[src/rtl/time_set_up_cnt.sv]
// -----------------------------------------------------------------------------
// time_set_up_cnt
//
// Up-counting MM:SS entry counter used to set the countdown start value.
// Two debounced push-button levels step the seconds or the minutes field.
// Holding a button starts auto-repeat, timed from the system timebase tick.
// The four BCD digits are loaded into the down-counter chain by the
// top-level control FSM.
//
// Parameters
//   HOLD_TICKS   ce_i ticks a button must stay held before auto-repeat (>=2)
//   REPEAT_TICKS ce_i ticks between auto-repeat increments (1..HOLD_TICKS)
//   SEC_MODULO   seconds field modulo (2..100), counts 0..SEC_MODULO-1
//   MIN_MODULO   minutes field modulo (2..100), counts 0..MIN_MODULO-1
//
// Ports
//   clk_i        system clock, rising edge
//   clr_n_i      asynchronous active-low reset
//   ce_i         timebase tick, one clk_i cycle wide
//   en_i         setting-mode enable; buttons are ignored while low
//   zero_i       synchronous clear of both fields
//   btn_sec_i    debounced seconds button level, active-high
//   btn_min_i    debounced minutes button level, active-high
//   sec_ones_o   BCD seconds units
//   sec_tens_o   BCD seconds tens
//   min_ones_o   BCD minutes units
//   min_tens_o   BCD minutes tens
//   step_o       1-cycle pulse, high in the cycle the digits show a new increment
// -----------------------------------------------------------------------------
module time_set_up_cnt #(
    parameter int unsigned HOLD_TICKS   = 500,
    parameter int unsigned REPEAT_TICKS = 100,
    parameter int unsigned SEC_MODULO   = 60,
    parameter int unsigned MIN_MODULO   = 100
) (
    input  logic       clk_i,
    input  logic       clr_n_i,
    input  logic       ce_i,
    input  logic       en_i,
    input  logic       zero_i,
    input  logic       btn_sec_i,
    input  logic       btn_min_i,
    output logic [3:0] sec_ones_o,
    output logic [3:0] sec_tens_o,
    output logic [3:0] min_ones_o,
    output logic [3:0] min_tens_o,
    output logic       step_o
);

    localparam int unsigned CNT_W = $clog2(HOLD_TICKS + 1);

    // Highest value of each field, split into BCD digits.
    localparam logic [3:0] SEC_MAX_TENS = 4'((SEC_MODULO - 1) / 10);
    localparam logic [3:0] SEC_MAX_ONES = 4'((SEC_MODULO - 1) % 10);
    localparam logic [3:0] MIN_MAX_TENS = 4'((MIN_MODULO - 1) / 10);
    localparam logic [3:0] MIN_MAX_ONES = 4'((MIN_MODULO - 1) % 10);

    localparam logic [CNT_W-1:0] HOLD_LIMIT   = CNT_W'(HOLD_TICKS);
    localparam logic [CNT_W-1:0] REPEAT_LIMIT = CNT_W'(REPEAT_TICKS);

    typedef enum logic [1:0] {
        ST_IDLE,
        ST_HOLD,
        ST_REPEAT,
        ST_LOCK
    } state_e;

    // -------------------------------------------------------------------------
    // State
    // -------------------------------------------------------------------------
    state_e           state_q,    state_d;
    logic             sel_min_q,  sel_min_d;   // 1: minutes button owns the hold
    logic [CNT_W-1:0] tick_cnt_q, tick_cnt_d;
    logic             btn_sec_q,  btn_min_q;   // previous button samples
    logic [3:0]       sec_ones_q, sec_ones_d;
    logic [3:0]       sec_tens_q, sec_tens_d;
    logic [3:0]       min_ones_q, min_ones_d;
    logic [3:0]       min_tens_q, min_tens_d;
    logic             step_q,     step_d;

    // -------------------------------------------------------------------------
    // Button edges and held-button levels
    // -------------------------------------------------------------------------
    logic             edge_sec, edge_min;
    logic             sel_level, other_level;
    logic [CNT_W-1:0] tick_inc;
    logic             fire;                    // increment the selected field

    assign edge_sec    = btn_sec_i & ~btn_sec_q;
    assign edge_min    = btn_min_i & ~btn_min_q;
    assign sel_level   = sel_min_q ? btn_min_i : btn_sec_i;
    assign other_level = sel_min_q ? btn_sec_i : btn_min_i;
    // Cannot overflow: the counter never exceeds HOLD_TICKS-1 before this add.
    assign tick_inc    = tick_cnt_q + CNT_W'(1);

    // -------------------------------------------------------------------------
    // Button FSM next state
    // -------------------------------------------------------------------------
    always_comb begin
        // NOTE: every signal gets a default first so no path leaves it
        // unassigned; otherwise synthesis infers a latch.
        state_d    = state_q;
        sel_min_d  = sel_min_q;
        tick_cnt_d = tick_cnt_q;
        fire       = 1'b0;

        if (zero_i || !en_i) begin
            state_d    = ST_IDLE;
            tick_cnt_d = '0;
        end else begin
            unique case (state_q)
                ST_IDLE: begin
                    tick_cnt_d = '0;
                    if (btn_sec_i && btn_min_i) begin
                        // Simultaneous press is ambiguous: refuse until both released.
                        state_d = ST_LOCK;
                    end else if (edge_sec) begin
                        fire      = 1'b1;
                        sel_min_d = 1'b0;
                        state_d   = ST_HOLD;
                    end else if (edge_min) begin
                        fire      = 1'b1;
                        sel_min_d = 1'b1;
                        state_d   = ST_HOLD;
                    end
                end

                ST_HOLD, ST_REPEAT: begin
                    if (!sel_level) begin
                        state_d    = ST_IDLE;
                        tick_cnt_d = '0;
                    end else if (other_level) begin
                        state_d    = ST_LOCK;
                        tick_cnt_d = '0;
                    end else if (ce_i) begin
                        if (tick_inc == ((state_q == ST_HOLD) ? HOLD_LIMIT : REPEAT_LIMIT)) begin
                            fire       = 1'b1;
                            state_d    = ST_REPEAT;
                            tick_cnt_d = '0;
                        end else begin
                            tick_cnt_d = tick_inc;
                        end
                    end
                end

                ST_LOCK: begin
                    tick_cnt_d = '0;
                    if (!btn_sec_i && !btn_min_i) begin
                        state_d = ST_IDLE;
                    end
                end

                default: begin
                    state_d    = ST_IDLE;
                    tick_cnt_d = '0;
                end
            endcase
        end
    end

    // -------------------------------------------------------------------------
    // BCD field increment. Fields wrap independently: no carry from seconds.
    // -------------------------------------------------------------------------
    always_comb begin
        sec_ones_d = sec_ones_q;
        sec_tens_d = sec_tens_q;
        min_ones_d = min_ones_q;
        min_tens_d = min_tens_q;
        step_d     = fire;

        if (zero_i) begin
            sec_ones_d = '0;
            sec_tens_d = '0;
            min_ones_d = '0;
            min_tens_d = '0;
        end else if (fire && !sel_min_d) begin
            if (sec_tens_q == SEC_MAX_TENS && sec_ones_q == SEC_MAX_ONES) begin
                sec_ones_d = '0;
                sec_tens_d = '0;
            end else if (sec_ones_q == 4'd9) begin
                sec_ones_d = '0;
                sec_tens_d = sec_tens_q + 4'd1;
            end else begin
                sec_ones_d = sec_ones_q + 4'd1;
            end
        end else if (fire && sel_min_d) begin
            if (min_tens_q == MIN_MAX_TENS && min_ones_q == MIN_MAX_ONES) begin
                min_ones_d = '0;
                min_tens_d = '0;
            end else if (min_ones_q == 4'd9) begin
                min_ones_d = '0;
                min_tens_d = min_tens_q + 4'd1;
            end else begin
                min_ones_d = min_ones_q + 4'd1;
            end
        end
    end

    // -------------------------------------------------------------------------
    // Registers
    // -------------------------------------------------------------------------
    always_ff @(posedge clk_i or negedge clr_n_i) begin
        if (!clr_n_i) begin
            state_q    <= ST_IDLE;
            sel_min_q  <= 1'b0;
            tick_cnt_q <= '0;
            btn_sec_q  <= 1'b0;
            btn_min_q  <= 1'b0;
            sec_ones_q <= '0;
            sec_tens_q <= '0;
            min_ones_q <= '0;
            min_tens_q <= '0;
            step_q     <= 1'b0;
        end else begin
            // NOTE: non-blocking assignments so every register samples the
            // pre-edge values, independent of statement order.
            state_q    <= state_d;
            sel_min_q  <= sel_min_d;
            tick_cnt_q <= tick_cnt_d;
            btn_sec_q  <= btn_sec_i;
            btn_min_q  <= btn_min_i;
            sec_ones_q <= sec_ones_d;
            sec_tens_q <= sec_tens_d;
            min_ones_q <= min_ones_d;
            min_tens_q <= min_tens_d;
            step_q     <= step_d;
        end
    end

    assign sec_ones_o = sec_ones_q;
    assign sec_tens_o = sec_tens_q;
    assign min_ones_o = min_ones_q;
    assign min_tens_o = min_tens_q;
    assign step_o     = step_q;

endmodule

[config.mk]
export PLATFORM = sky130hd
export DESIGN_NAME = time_set_up_cnt
export DESIGN_NICKNAME = d
export VERILOG_FILES = /design/src/rtl/time_set_up_cnt.sv
export SDC_FILE = /design/constraint.sdc
export NUM_CORES = 1
export LEC_CHECK = 0
export ABC_AREA = 1
export BUFFER_PORTS_ARGS = -buffer_cell sky130_fd_sc_hd__buf_2
export CORE_MARGIN = 4
export CORE_UTILIZATION = 52
export CTS_CLUSTER_DIAMETER = 40
export DETAILED_ROUTE_END_ITERATION = 10
export PLACE_DENSITY = 0.8
export SLEW_MARGIN = 5
export SYNTH_ARGS = -nofsm -noshare
export SYNTH_HDL_FRONTEND = slang
export SYNTH_SLANG_ARGS = --single-unit
[constraint.sdc]
create_clock -name clk_i -period 1.9 [get_ports clk_i]
set_input_delay 0.38 -clock clk_i [delete_from_list [all_inputs] [get_ports clk_i]]
set_output_delay 0.38 -clock clk_i [all_outputs]
set_load 0.1 [all_outputs]
Word-level counts from Yosys, hierarchy flattened
Cells that the tools add are included.
Word-level totals
  bits in registers: 31
  bits in latches: 0
  bits in writable memories: 0
  bits in read-only memories: 0
  input port bits: 7
  output and inout bits: 17
  word-level logic and storage cells: 105
  memories: 0
Cells by class
  $add $sub $neg: 5
  $mul: 0
  div/mod/pow operators: 0
  magnitude comparators: 0
  equality and inequality tests: 13
  shifts and indexed selects: 0
  multiplexer cells: 51
  bitwise logic cells: 4
  reduce and logical (&&, ||, !) cells: 22
Operators with widths (number)
  $mux 4: 18
  $mux 9: 6
  $mux 2: 9
  $pmux 9 s2: 1
  $add 4x1->4 const B: 4
  $mux 1: 15
  $ne 5x5->1 const B: 3
  $eq 4x4->1 const B: 3
  $add 9x1->9 const B: 1
  $eq 9x9->1: 1
  $logic_and 1x1->1: 6
  $pmux 2 s3: 1
  $reduce_bool 3->1: 2
  $eq 2x2->1 const B: 2
  $eq 4x3->1 const B: 1
  $logic_not 1->1: 4
  $reduce_and 2->1: 2
  $reduce_and 4->1: 1
  $reduce_bool 2->1: 2
  $reduce_or 2->1: 2
  $ne 3x3->1 const B: 1
  $reduce_and 3->1: 1
  $and 1x1->1: 2
  $eq 2x1->1 const B: 1
  other kinds (5): 6

Depth between registers and ports, before layout
  depth after elaboration: 13
  depth in mapped cells: 15
  depth with buffers taken out: 15

Least setup slack after synthesis
No wires, ideal clock.
  path kind: reg2reg
  start: register sec_tens_q[0] (netlist: sec_tens_o[0])
  end: register sec_tens_q[0] (netlist: sec_tens_o[0])
  setup time: 0.123 ns
  arrival time: 1.860 ns
  required time: 1.777 ns
  setup slack: -0.082 ns
  stages on the path, launching flop included: 7
  path buffers: 0
  clock period less this slack: 1.982 ns
  cell sequence: dfrtp_1 -> ha_1 -> inv_1 -> o41ai_1 -> nor2_1 -> nand3_1 -> nand2_1
Between the ends
  cells in the longest elaborated chain, start to end: 5
  elaborated cells on any way between the ends: 9
  those cells by class: add/sub: 1; eq/ne: 1; mux: 4; reduce/logical: 3
Ends and longest elaborated chain
  start, declared: line 76  | logic [3:0] sec_tens_q, sec_tens_d;
  start signal, assigned: line 223  | sec_tens_q <= sec_tens_d;
  $add 4x1->4 / $eq 4x3->1 (equally long branches): line 182, 177
  $mux 4 / $logic_and 1x1->1 (equally long branches): line 180, 177
  $mux 4: line 177  | if (sec_tens_q == SEC_MAX_TENS && sec_ones_q == SEC_MAX_ONES) begin
  $mux 4: line 176  | end else if (fire && !sel_min_d) begin
  $mux 4: line 171  | if (zero_i) begin
Several ways; a longest one is shown, not always the timed one. The select of a mux whose other input is x is not followed.
A chain may end at the register's enable or synchronous reset.

Worst setup path in the final report
  start: register tick_cnt_q[0]
  end: register min_tens_q[2] (netlist: min_tens_o[2])
Between the ends
  cells in the longest elaborated chain, start to end: 11
  elaborated cells on any way between the ends: 13
  those cells by class: add/sub: 1; eq/ne: 2; mux: 6; reduce/logical: 4
Ends and longest elaborated chain
  start, declared: line 73  | logic [CNT_W-1:0] tick_cnt_q, tick_cnt_d;
  start signal, assigned: line 219  | tick_cnt_q <= tick_cnt_d;
  $add 9x1->9 (*): line 94  | assign tick_inc = tick_cnt_q + CNT_W'(1);
  $eq 9x9->1 (*): line 136  | if (tick_inc == ((state_q == ST_HOLD) ? HOLD_LIMIT : REPEAT_LIMIT)) begin
  $mux 1 (*): line 136
  $mux 1 (*): line 135  | end else if (ce_i) begin
  $mux 1 (*): line 132  | end else if (other_level) begin
  $mux 1 (*): line 129  | if (!sel_level) begin
  $pmux 1 s2 (*): line 111  | unique case (state_q)
  $mux 1 (*): line 107  | if (zero_i || !en_i) begin
  $logic_and 1x1->1 (on tied branches): line 176, 186
  $ne 2x2->1 (no line) / $reduce_bool 2->1 (equally long branches)
  $reduce_and 3->1 (no line) (*)
  end signal, assigned: line 225  | min_tens_q <= min_tens_d;
  end, declared: line 78  | logic [3:0] min_tens_q, min_tens_d;
Mark *: on every way between the ends. The rest lies on a longest branch, timed or not.

==> flow_summary_export.csv <==
group,metric,value,unit
clocking,clock-sinks,31,
route,drt_iter0_markers,104,
timing,finalWorstSetupSlack,-0.0605,ns
synthesis,yosys_warnings,0,
worst_setup_path,timing.rr.end,"min_tens_o[2]$_DFFE_PN0P_",
place,place_worst_setup_slack,-0.128,ns
grt,grt_overflow,0,
worst_setup_path,r2r_slack,-0.06,ns
place,portBuffers,23,
route,vias,1916,
worst_setup_path,worstRegToRegCells,12,
worst_setup_path,arrival,2.19,ns
worst_setup_path,critical_path_depth,12,
timing,rsz0062_at_grt,"yes",
floorplan,die-area,4950,sq um
route,vias_per_cell,5.21,
floorplan,num_rows,22,
synthesis,synth_area,2020,sq um
floorplan,start_util,54.4,%
route,routed_wl,4610,um
worst_setup_path,crit_start,"tick_cnt_q[0]$_DFFE_PN0N_",
synthesis,synth_area_per_cell,7.61,sq um
timing,skew,0.0119,ns
grt,grt_pass1_vias,1927,
worst_setup_path,cp-end-kind,"register",
pwr,p_leak,1.36,nW
clocking,clk_path_buf_depth,2,
floorplan,ioPinCount,24,
timing,min_period,1.96,ns
clocking,clock_latency,0.29,ns
timing,fin_crit_sh,103,%
worst_setup_path,crit_chain,"buf_4 > nand3_1 > xor2_1 > nand2_1 > nor2_2 > nand4_2 > nand2_2 > nand3_2 > nand2_4 > buf_6 > nand3_1 > nand2_1",
worst_setup_path,critPathBufInv,2,
synthesis,ys_types,33,
clocking,cts_tree,"built",
clocking,cts.clk_slew.worst_paths,0.07,ns
worst_setup_path,crit_end,"min_tens_o[2]$_DFFE_PN0P_",
synthesis,ys_seq_area_share,38.3,%
worst_setup_path,critPathRequiredTime,2.13,ns
timing,setup_violations,9,
floorplan,die_y,70.4,um
route,wire_per_inst,12.5,um
timing,worst_pin_slew,0.680,ns
cells_and_area,layout-drive-gt1-share,29.7,%
worst_setup_path,cpMaxStageDelayCell,"dfrtp_1",
worst_setup_path,rr_startpoint,"tick_cnt_q[0]$_DFFE_PN0N_",
cells_and_area,num-nets-final,337,
floorplan,fp.coreArea,3720,sq um
grt,grt_pass1_wl,8090,um
worst_hold_path,hold_path_class,"primary input to asynchronous set/reset pin",
timing,maxSlewHeadroom,54.7,%
pwr,power_density,836,nW/um^2
cells_and_area,syn_to_final_growth,29.7,%
timing,hold_violations,0,
timing,drv_slew,0,
place,gp_congestion,0.835,
clocking,cts_root_buf,"clkbuf_8",
worst_setup_path,crit_path_max_fanout,8,
worst_setup_path,crit_family,"simple AND/OR/NAND/NOR gates",
place,place_area,2380,sq um
route,firstDrtPassIters,4,
worst_setup_path,cp-start-kind,"register",
run_status,violations,"negative setup slack",
worst_setup_path,worstSetupPathType,"register to register",
grt,antenna_found_initial,0,
grt,track_usage,19.8,%
worst_setup_path,cpPeakStageDelay,0.41,ns
clocking,htree_levels,2,
clocking,cts_made_buffers,5,
run_status,outcome,"finished with violations",
route,drt.antenna.violating_nets,0,
synthesis,ys_ff_latch,31,
pwr,ir_drop,0.721,mV
clocking,ctsHoldBuffers,0,
timing,fmax,0.510,GHz
synthesis,syn_nets,284,
cells_and_area,final_cell_area,2630,sq um
place,hpwl,3260,um
synthesis,netlist_instances,266,
cells_and_area,antenna_cells,0,
route,drc,0,
job,max-cap-violations,0,
floorplan,die_x,70.4,um
grt,grt_max_degree,32,
[where the power goes]
group / internal [W] / switching (W)
registers: 0.000716 / 0.0000709
clock network: 0.000424 / 0.000255
logic: 0.000206 / 0.000522
total: 0.00135 / 0.000848
[synthesized netlist by cell type, drive strengths merged]
cell type / number / share of area, %
o22ai: 2 / 0.62
o211ai: 1 / 0.37
nand3b: 1 / 0.37
nor4: 6 / 1.9
o21bai: 1 / 0.56
o41ai: 1 / 0.43
nand4: 2 / 0.93
a211oi: 1 / 0.37
xor2: 7 / 3.4
ha: 11 / 6.8
inv: 46 / 8.5
or2: 1 / 0.31
a21oi: 3 / 0.74
o32ai: 7 / 3.4
o21ai: 14 / 3.6
nand2: 65 / 13
nor2: 28 / 6.0
buf: 2 / 0.74
a21boi: 1 / 0.37
nand3: 26 / 6.9
nor3: 9 / 2.2
dfrtp: 31 / 38
[worst min-delay path by stage]
stage	slack, ns	startpoint	end
after floorplan	0.08	clr_n_i	btn_min_q$_DFF_PN0_
after global placement	0.46	clr_n_i	state_q[0]$_DFFE_PN0P_
after detailed placement	0.47	clr_n_i	state_q[1]$_DFFE_PN0P_
after CTS	0.16	clr_n_i	tick_cnt_q[4]$_DFFE_PN0N_
after global routing	0.19	clr_n_i	state_q[0]$_DFFE_PN0P_
final	0.13	clr_n_i	state_q[0]$_DFFE_PN0P_
[worst reg2reg max path, stage by stage (launching register included)]
cell and delay, ns:
dfrtp_1 0.41, buf_4 0.15, nand3_1 0.11, xor2_1 0.20, nand2_1 0.09, nor2_2 0.15, nand4_2 0.14, nand2_2 0.13
nand3_2 0.10, nand2_4 0.16, buf_6 0.12, nand3_1 0.06, nand2_1 0.07
[cell families (layout without fill, tap and decap cells)]
logic type      after synthesis  in the layout  synth area share [%]
compound gates               31             31                  10.5
buf+inv                      48            102                  9.28
fa+ha+maj                    11             11                  6.80
xor+xnor                      7              7                  3.40
simple gates                138            138                  31.7
flops                        31             31                  38.3
[flip-flops by register name (all words and copies together) (netlist names)]
| signal | count |
|---|---|
| tick_cnt_q | 9 |
| sel_min_q | 1 |
| btn_min_q | 1 |
| sec_ones_o | 4 |
| step_o | 1 |
| min_ones_o | 4 |
| sec_tens_o | 4 |
| btn_sec_q | 1 |
| min_tens_o | 4 |
| state_q | 2 |
[layout by cell type (no fill, tap or decap), drive strengths merged]
cell type  instances
buf               48
dfrtp             31
nor4               6
o32ai              7
nand3             26
o21bai             1
o211ai             1
nand2             65
o21ai             14
or2                1
a21boi             1
ha                11
a21oi              3
nand4              2
clkinv             1
bufinv             1
xor2               7
o41ai              1
a211oi             1
nand3b             1
clkbuf             6
nor2              28
o22ai              2
inv               46
nor3               9
[layer usage]
| metal | part of all wire (%) | global-route usage (%) | vias to the layer above |
|---|---|---|---|
| li1 | - | - | 969 |
| met1 | 43 | 24.3 | 904 |
| met2 | 50 | 33.8 | 34 |
| met3 | 4.8 | 4.03 | 9 |
| met4 | 1.4 | 7.87 | 0 |
| met5 | 0 | 0 | - |
[through the flow]
step | power [W] | util [%] | hold slack (ns) | instances | setup TNS (ns)
floorplan | 0.00129 | - | 0.0844 | 266 | 0
global placement | 0.00147 | 64.0 | 0.464 | 357 | -0.139
detailed placement | 0.00149 | 64.0 | 0.467 | 357 | -1.21
CTS | 0.00218 | 68.8 | 0.158 | 366 | -0.345
global route | 0.00230 | 70.6 | 0.192 | 368 | -2.98
finish | 0.00219 | 70.6 | 0.125 | 368 | -0.356
[what timing repair did]
item	CTS	global route
cloned	0	0
gates resized for setup	13	17
pin swaps	11	12
endpoints found under the setup margin	24	25
buffers inserted	1	2
[final cells by class]
| class | count | area [sq um] |
|---|---|---|
| clock buffer | 6 | 82.6 |
| clock inverter | 2 | 35.0 |
| fill | 292 | 1090 |
| inverter | 46 | 173 |
| multi-input combinational | 187 | 1180 |
| sequential | 31 | 779 |
| tap | 48 | 60.1 |
| timing repair buffer | 48 | 318 |
Power figures use the tool's default switching activity.
